===== src/rtl/ovi_pkg.sv =====
// ovi_pkg: shared OVI widths and store sink state encoding
package ovi_pkg;
   localparam int OVI_STORE_DATA_W = 512;
   localparam int OVI_SB_ID_W = 5;
   typedef enum logic [2:0] {SS_INIT, SS_IDLE, SS_ACTIVE, SS_DRAIN, SS_END} store_sink_state_e;
endpackage


===== src/rtl/ovi_sync_fifo.sv =====
// ovi_sync_fifo: show-ahead synchronous FIFO with wrap-bit pointers
module ovi_sync_fifo #(
   parameter int W = 8,
   parameter int DEPTH = 4
) (
   input  logic         clk,
   input  logic         rst,
   input  logic         push,
   input  logic [W-1:0] wdata,
   input  logic         pop,
   output logic [W-1:0] rdata,
   output logic         full,
   output logic         empty
);
   localparam int AW = $clog2(DEPTH);
   logic [W-1:0] mem [DEPTH];
   logic [AW:0] wp, rp;
   assign empty = wp == rp;
   assign full = (wp[AW] != rp[AW]) && (wp[AW-1:0] == rp[AW-1:0]);
   assign rdata = mem[rp[AW-1:0]];
   // pointers advance only on legal push/pop so callers cannot corrupt occupancy
   always_ff @(posedge clk)
      if (rst) begin
         wp <= '0;
         rp <= '0;
      end else begin
         if (push && !full) wp <= wp + (AW+1)'(1);
         if (pop && !empty) rp <= rp + (AW+1)'(1);
      end
   // storage array needs no reset; empty flag masks stale contents
   always_ff @(posedge clk)
      if (push && !full) mem[wp[AW-1:0]] <= wdata;
endmodule


===== src/rtl/ovi_store_sink.sv =====
// ovi_store_sink: buffers OVI store beats under credit flow control and writes them to memory
module ovi_store_sink
   import ovi_pkg::*;
#(
   parameter int DATA_W = OVI_STORE_DATA_W,
   parameter int CREDITS = 4,
   parameter int ADDR_W = 64,
   parameter int BYTES_W = 16
) (
   input  logic                   CLK,
   input  logic                   RESET,
   input  logic                   START_VALID,
   input  logic [ADDR_W-1:0]      START_ADDR,
   input  logic [BYTES_W-1:0]     START_BYTES,
   input  logic [OVI_SB_ID_W-1:0] START_SB_ID,
   input  logic                   STORE_VALID,
   input  logic [DATA_W-1:0]      STORE_DATA,
   output logic                   STORE_CREDIT,
   output logic                   MEM_WR_VALID,
   output logic [ADDR_W-1:0]      MEM_WR_ADDR,
   output logic [DATA_W-1:0]      MEM_WR_DATA,
   output logic [DATA_W/8-1:0]    MEM_WR_STRB,
   input  logic                   MEM_WR_READY,
   output logic                   SYNC_END,
   output logic [OVI_SB_ID_W-1:0] SYNC_END_SB_ID,
   output logic                   BUSY,
   output logic                   PROTOCOL_ERR
);
   localparam int BPB = DATA_W/8;
   localparam int LB = $clog2(BPB);
   localparam int CW = $clog2(CREDITS);
   store_sink_state_e state, state_nx;
   logic [CW-1:0] init_cnt;
   logic [ADDR_W-1:0] addr_q;
   logic [OVI_SB_ID_W-1:0] sb_id_q;
   logic [BYTES_W-1:0] rx_left, wr_left, start_beats;
   logic [LB-1:0] rem_q;
   logic credit_q, err_q, push, pop, full, empty;
   logic [DATA_W-1:0] head;
   assign start_beats = (START_BYTES >> LB) + BYTES_W'(|START_BYTES[LB-1:0]);
   assign push = STORE_VALID && state == SS_ACTIVE && !full;
   assign pop = !empty && MEM_WR_READY;
   ovi_sync_fifo #(.W(DATA_W), .DEPTH(CREDITS)) u_fifo (
      .clk(CLK), .rst(RESET), .push(push), .wdata(STORE_DATA), .pop(pop),
      .rdata(head), .full(full), .empty(empty)
   );
   // state register
   always_ff @(posedge CLK)
      state <= RESET ? SS_INIT : state_nx;
   // next-state: credit grant, memop acceptance, receive, drain, completion
   always_comb begin
      state_nx = state;
      case (state)
         SS_INIT:   if (init_cnt == CW'(CREDITS-1)) state_nx = SS_IDLE;
         SS_IDLE:   if (START_VALID) state_nx = START_BYTES == '0 ? SS_END : SS_ACTIVE;
         SS_ACTIVE: if (push && rx_left == BYTES_W'(1)) state_nx = SS_DRAIN;
         SS_DRAIN:  if (empty && wr_left == '0) state_nx = SS_END;
         SS_END:    state_nx = SS_IDLE;
         default:   state_nx = SS_INIT;
      endcase
   end
   // memop bookkeeping, write address, pop credits and sticky error
   always_ff @(posedge CLK)
      if (RESET) begin
         init_cnt <= '0;
         addr_q <= '0;
         sb_id_q <= '0;
         rx_left <= '0;
         wr_left <= '0;
         rem_q <= '0;
         credit_q <= 1'b0;
         err_q <= 1'b0;
      end else begin
         init_cnt <= state == SS_INIT ? init_cnt + CW'(1) : '0;
         credit_q <= pop;
         err_q <= err_q || (STORE_VALID && (state != SS_ACTIVE || full)) || (START_VALID && state != SS_IDLE);
         if (state == SS_IDLE && START_VALID) begin
            addr_q <= START_ADDR;
            sb_id_q <= START_SB_ID;
            rx_left <= start_beats;
            wr_left <= start_beats;
            rem_q <= START_BYTES[LB-1:0];
         end else begin
            if (push) rx_left <= rx_left - BYTES_W'(1);
            if (pop) begin
               wr_left <= wr_left - BYTES_W'(1);
               addr_q <= addr_q + ADDR_W'(BPB);
            end
         end
      end
   // outputs; INIT credits are gated by RESET so none leak while reset is held
   always_comb begin
      BUSY = state != SS_IDLE;
      SYNC_END = state == SS_END;
      SYNC_END_SB_ID = SYNC_END ? sb_id_q : '0;
      STORE_CREDIT = credit_q || (state == SS_INIT && !RESET);
      PROTOCOL_ERR = err_q;
      MEM_WR_VALID = !empty;
      MEM_WR_ADDR = addr_q;
      MEM_WR_DATA = empty ? '0 : head;
      MEM_WR_STRB = empty ? '0 : (wr_left == BYTES_W'(1) && rem_q != '0) ? ~({BPB{1'b1}} << rem_q) : '1;
   end
endmodule


===== config.mk =====
export PLATFORM = sky130hd
export DESIGN_NAME = ovi_store_sink
export DESIGN_NICKNAME = d
export VERILOG_FILES = /design/src/rtl/ovi_pkg.sv /design/src/rtl/ovi_sync_fifo.sv /design/src/rtl/ovi_store_sink.sv
export SDC_FILE = /design/constraint.sdc
export NUM_CORES = 2
export LEC_CHECK = 0
export CORE_MARGIN = 8
export CORE_UTILIZATION = 39
export CTS_CLUSTER_SIZE = 14
export DETAILED_ROUTE_END_ITERATION = 8
export PLACE_DENSITY = 0.66
export SYNTH_ARGS = -nofsm -noshare
export SYNTH_HDL_FRONTEND = slang
export SYNTH_HIERARCHICAL = 1
export SYNTH_SLANG_ARGS = --single-unit

===== constraint.sdc =====
create_clock -name CLK -period 37.9 [get_ports CLK]
set_clock_uncertainty 0.1 [all_clocks]
set_input_delay 9.475 -clock CLK [delete_from_list [all_inputs] [get_ports CLK]]
set_output_delay 9.475 -clock CLK [all_outputs]
set_load 0.1 [all_outputs]

==> metrics.md <==
| Metric | Value |
|---|---|
| Area delta synth->final | 26.8% |
| NetSw | 3390 uW |
| DRC viols | 0 |
| Clock Tree Root | clkbuf_16 |
| Number of global-route vias before repair | 46,700 |
| EDFF count, synth | 2,048 |
| Clock slew at reported path FFs | 0.06 ns |
| Core area | 217,000 um^2 |
| Synth area leader | edfxtp_1 |
| # resized after CTS | 0 |
| Max Buffers Root-to-Sink | 3 |
| Maximum clock frequency | 48.0 MHz |
| Pin count of the biggest net entering global routing | 144 |
| H-tree levels | 4 |
| Die area | 233,000 um^2 |
| Worst setup margin | 17.07 ns |
| Buffers on Ports | 1,251 |
| Period utilization | 54.9% |
| CP Launch Type | primary input |
| Worst Hold Class | reg -> reg |
| Run status | complete, no violations |
| Clock Sinks | 2,170 |
| TritonCTS Buffers | 219 |
| CP arrival | 11.25 ns |
| Layout cells sized above 1 | 16.3% |
| Post-synth top flop | edfxtp_1 |
| Vias per cell | 5.29 |
| Place WS | 17.08 ns |
| WP data required | 28.33 ns |
| Main area contributors after synthesis | edfxtp_1 (73%), mux4_2 (14%), nor2b_1 (3.8%) |
| IO Pins | 1,252 |
| Antenna-violating nets left | 0 |
| Setup CP Type | in -> out |
| GRT Util Overall | 20.4% |
| Max-cap violations | 0 |
| Gate Count Post-Synth | 4,240 |
| FFs w/ async S/R, synth | 0% |
| Static Leakage | 0.0327 uW |
| Layout fillers | 17,500 |
| # hold bufs at CTS | 0 |
| Flop pwr share | 34.3% |
| Max_slew headroom | 16.4% |
| Initial DRC count | 3,564 |
| Overall power | 8160 uW |
| Syn nets | 4,855 |
| Synth warnings | 6 |
| Switching part of the total power | 41.5% |
| Hold Path Depth | 1 |
| Worst-Margin Slew | 1.25 ns |
| Share of power burned in the clock network | 26.4% |
| Reg2Reg Depth | 14 |
| Unrepaired setup endpoints after global routing | no |
| Total Routed Length | 246,000 um |
| Skew-Pair Late Insertion Delay | 0.85 ns |
| Yosys cell types | 65 |
| Area of the mapped netlist | 84,800 um^2 |
| Crit path max fanout | 22 |
| Share of the synthesized area in the top cell type | 72.5% |
| Int Power | 4770 uW |
| Final hold vios | 0 |
| DP HPWL | 171,000 um |
| Setup TNS | 0 ns |
| Die Span Y | 482 um |
| Initial Util | 39.1% |
| Design area | 108,000 um^2 |
| Wirelength per Cell | 28.6 um |
| FF+latch count, synth | 2,170 |
| Slew Viols, Final | 0 |
| Initial antenna violation count | 106 |
| Vias after detailed routing | 45,600 |
| Fin nets | 6,158 |
| Row Count | 171 |
| 1st-pass router iterations | 5 |
| Worst vdd ir | 0.0598 mV |
| Gp weighted congestion | 0.886 |
| Postcts setup bufs | 0 |
| Gr ovfl total | 0 |
| TritonCTS clock tree | built |
| Power Dens Cells | 75.9 nW/um^2 |
| Placed inst area | 100,000 um^2 |
| Die width | 482 um |
| Seq/Total Area, Yosys | 75.4% |
| Setup crit end kind | output pin |
| Final Critical Period | 20.83 ns |
| First-pass GRT wire length | 344,000 um |
| Combinational power share | 39.3% |
| Final setup viols | 0 |
| Mapped Avg Cell Area | 20.0 um^2 |
## critical path, stage by stage
cell and delay [ns]:
buf_4 0.20, nor2_1 0.21, nand2_1 0.11, nand2b_1 0.11, clkdlybuf4s50_1 1.13
## kinds of logic (layout without fill, tap and decap cells)
group,Yosys count,after routing,synth area share [%]
flip-flops,2170,2170,75.4
adder cells (fa/ha/maj),13,13,0.192
AND/OR/NAND/NOR,967,967,6.59
other,0,33,0
multiplexers,519,519,13.7
buffers and inverters,267,1763,1.76
XOR/XNOR,59,59,0.609
AO/OA/AOI/OAI,245,245,1.79
## layer usage
layer	track usage, %	share of wire (%)	vias to the layer above	wire length [um]
li1	-	-	19800	-
met1	23.9	37	23600	90200
met2	35.1	51	1738	125000
met3	7.30	9.4	433	23100
met4	6.57	3.2	68	7990
met5	0	0.18	-	441
## through the flow
stage	hold slack (ns)	instances	utilization [%]
3_3_place_gp	0.319	8176	46.2
2_1_floorplan	0.298	4240	-
5_1_grt	0.358	8608	49.6
4_1_cts	0.325	8590	49.6
6_report	0.326	8623	49.6
3_5_place_dp	0.311	8176	46.2
## synthesized netlist by cell type (3+ instances only)
cell / n
nand3_1: 36
nor3_1: 29
nor3b_1: 6
nor2_1: 102
nand3b_1: 4
mux2i_1: 6
buf_2: 57
nand4_1: 32
nand2b_1: 4
clkbuf_1: 111
and4_1: 17
a211oi_1: 32
nor2b_1: 517
or4_1: 14
dfxtp_1: 122
and2_1: 8
or3_1: 20
nor4_1: 35
ha_1: 13
nor4b_1: 5
edfxtp_1: 2048
o211ai_1: 9
o21ai_0: 63
nand2_1: 106
xnor2_1: 41
and3_1: 16
and4b_1: 3
o31a_1: 3
o31ai_1: 5
inv_1: 29
a31oi_1: 19
mux4_2: 512
a21oi_1: 76
buf_6: 55
xor2_1: 18
a311oi_1: 18
buf_1: 12
## state kept, by name (all words and copies together), names as in the netlist, named ones only
name / count
sb_id_q: 5
wr_left: 16
PROTOCOL_ERR: 1
rx_left: 16
state: 3
rem_q: 6
init_cnt: 2
u_fifo/rp: 3
u_fifo/wp: 3
u_fifo/mem: 2048
credit_q: 1
MEM_WR_ADDR: 64
## final cells by class
cell class,count,area [um^2],area share [%]
diodes,33,82.6,0.0768
multi-input cells,1803,19500,18.1
inverters,31,116,0.108
clock inverters,144,1540,1.43
repair buffers,1318,13100,12.1
well taps,2854,3570,3.32
clock buffers,270,5770,5.36
flip-flops and latches,2170,63900,59.5
## layout by cell type (no fill, tap or decap), drive strengths merged, types with 19 or more instances in the layout
master and n:
nand4 33, buf 85, o21ai 64, clkinv 108
a31oi 19, nand2 106, inv 37, edfxtp 2048
clkdlybuf4s50 1233, clkbuf 270, a211oi 32, nor4 35
xnor2 41, nor3 30, a21oi 76, or3 21
mux4 512, bufinv 21, nor2b 517, nand3 36
nor2 102, dfxtp 122, diode 33
## final timing paths
| path | startpoint | endpoint | slack (ns) |
|---|---|---|---|
| max | RESET | STORE_CREDIT | 17.07 |
| min | init_cnt[0] | init_cnt[0] | 0.33 |
| max reg2reg | u_fifo/wp[1] | u_fifo/mem[0][126] | 30.51 |
| min reg2reg | init_cnt[0] | init_cnt[0] | 0.33 |
## power groups by stage
stage / combinational, uW / sequential [uW] / clock, uW
after floorplan: 2290 / 2960 / 0
after global placement: 3230 / 2840 / 0
after detailed placement: 3230 / 2850 / 0
after CTS: 3240 / 2800 / 2200
after global routing: 3310 / 2810 / 2290
final: 3200 / 2800 / 2160
Note: power is estimated with default switching activity, not from simulation.
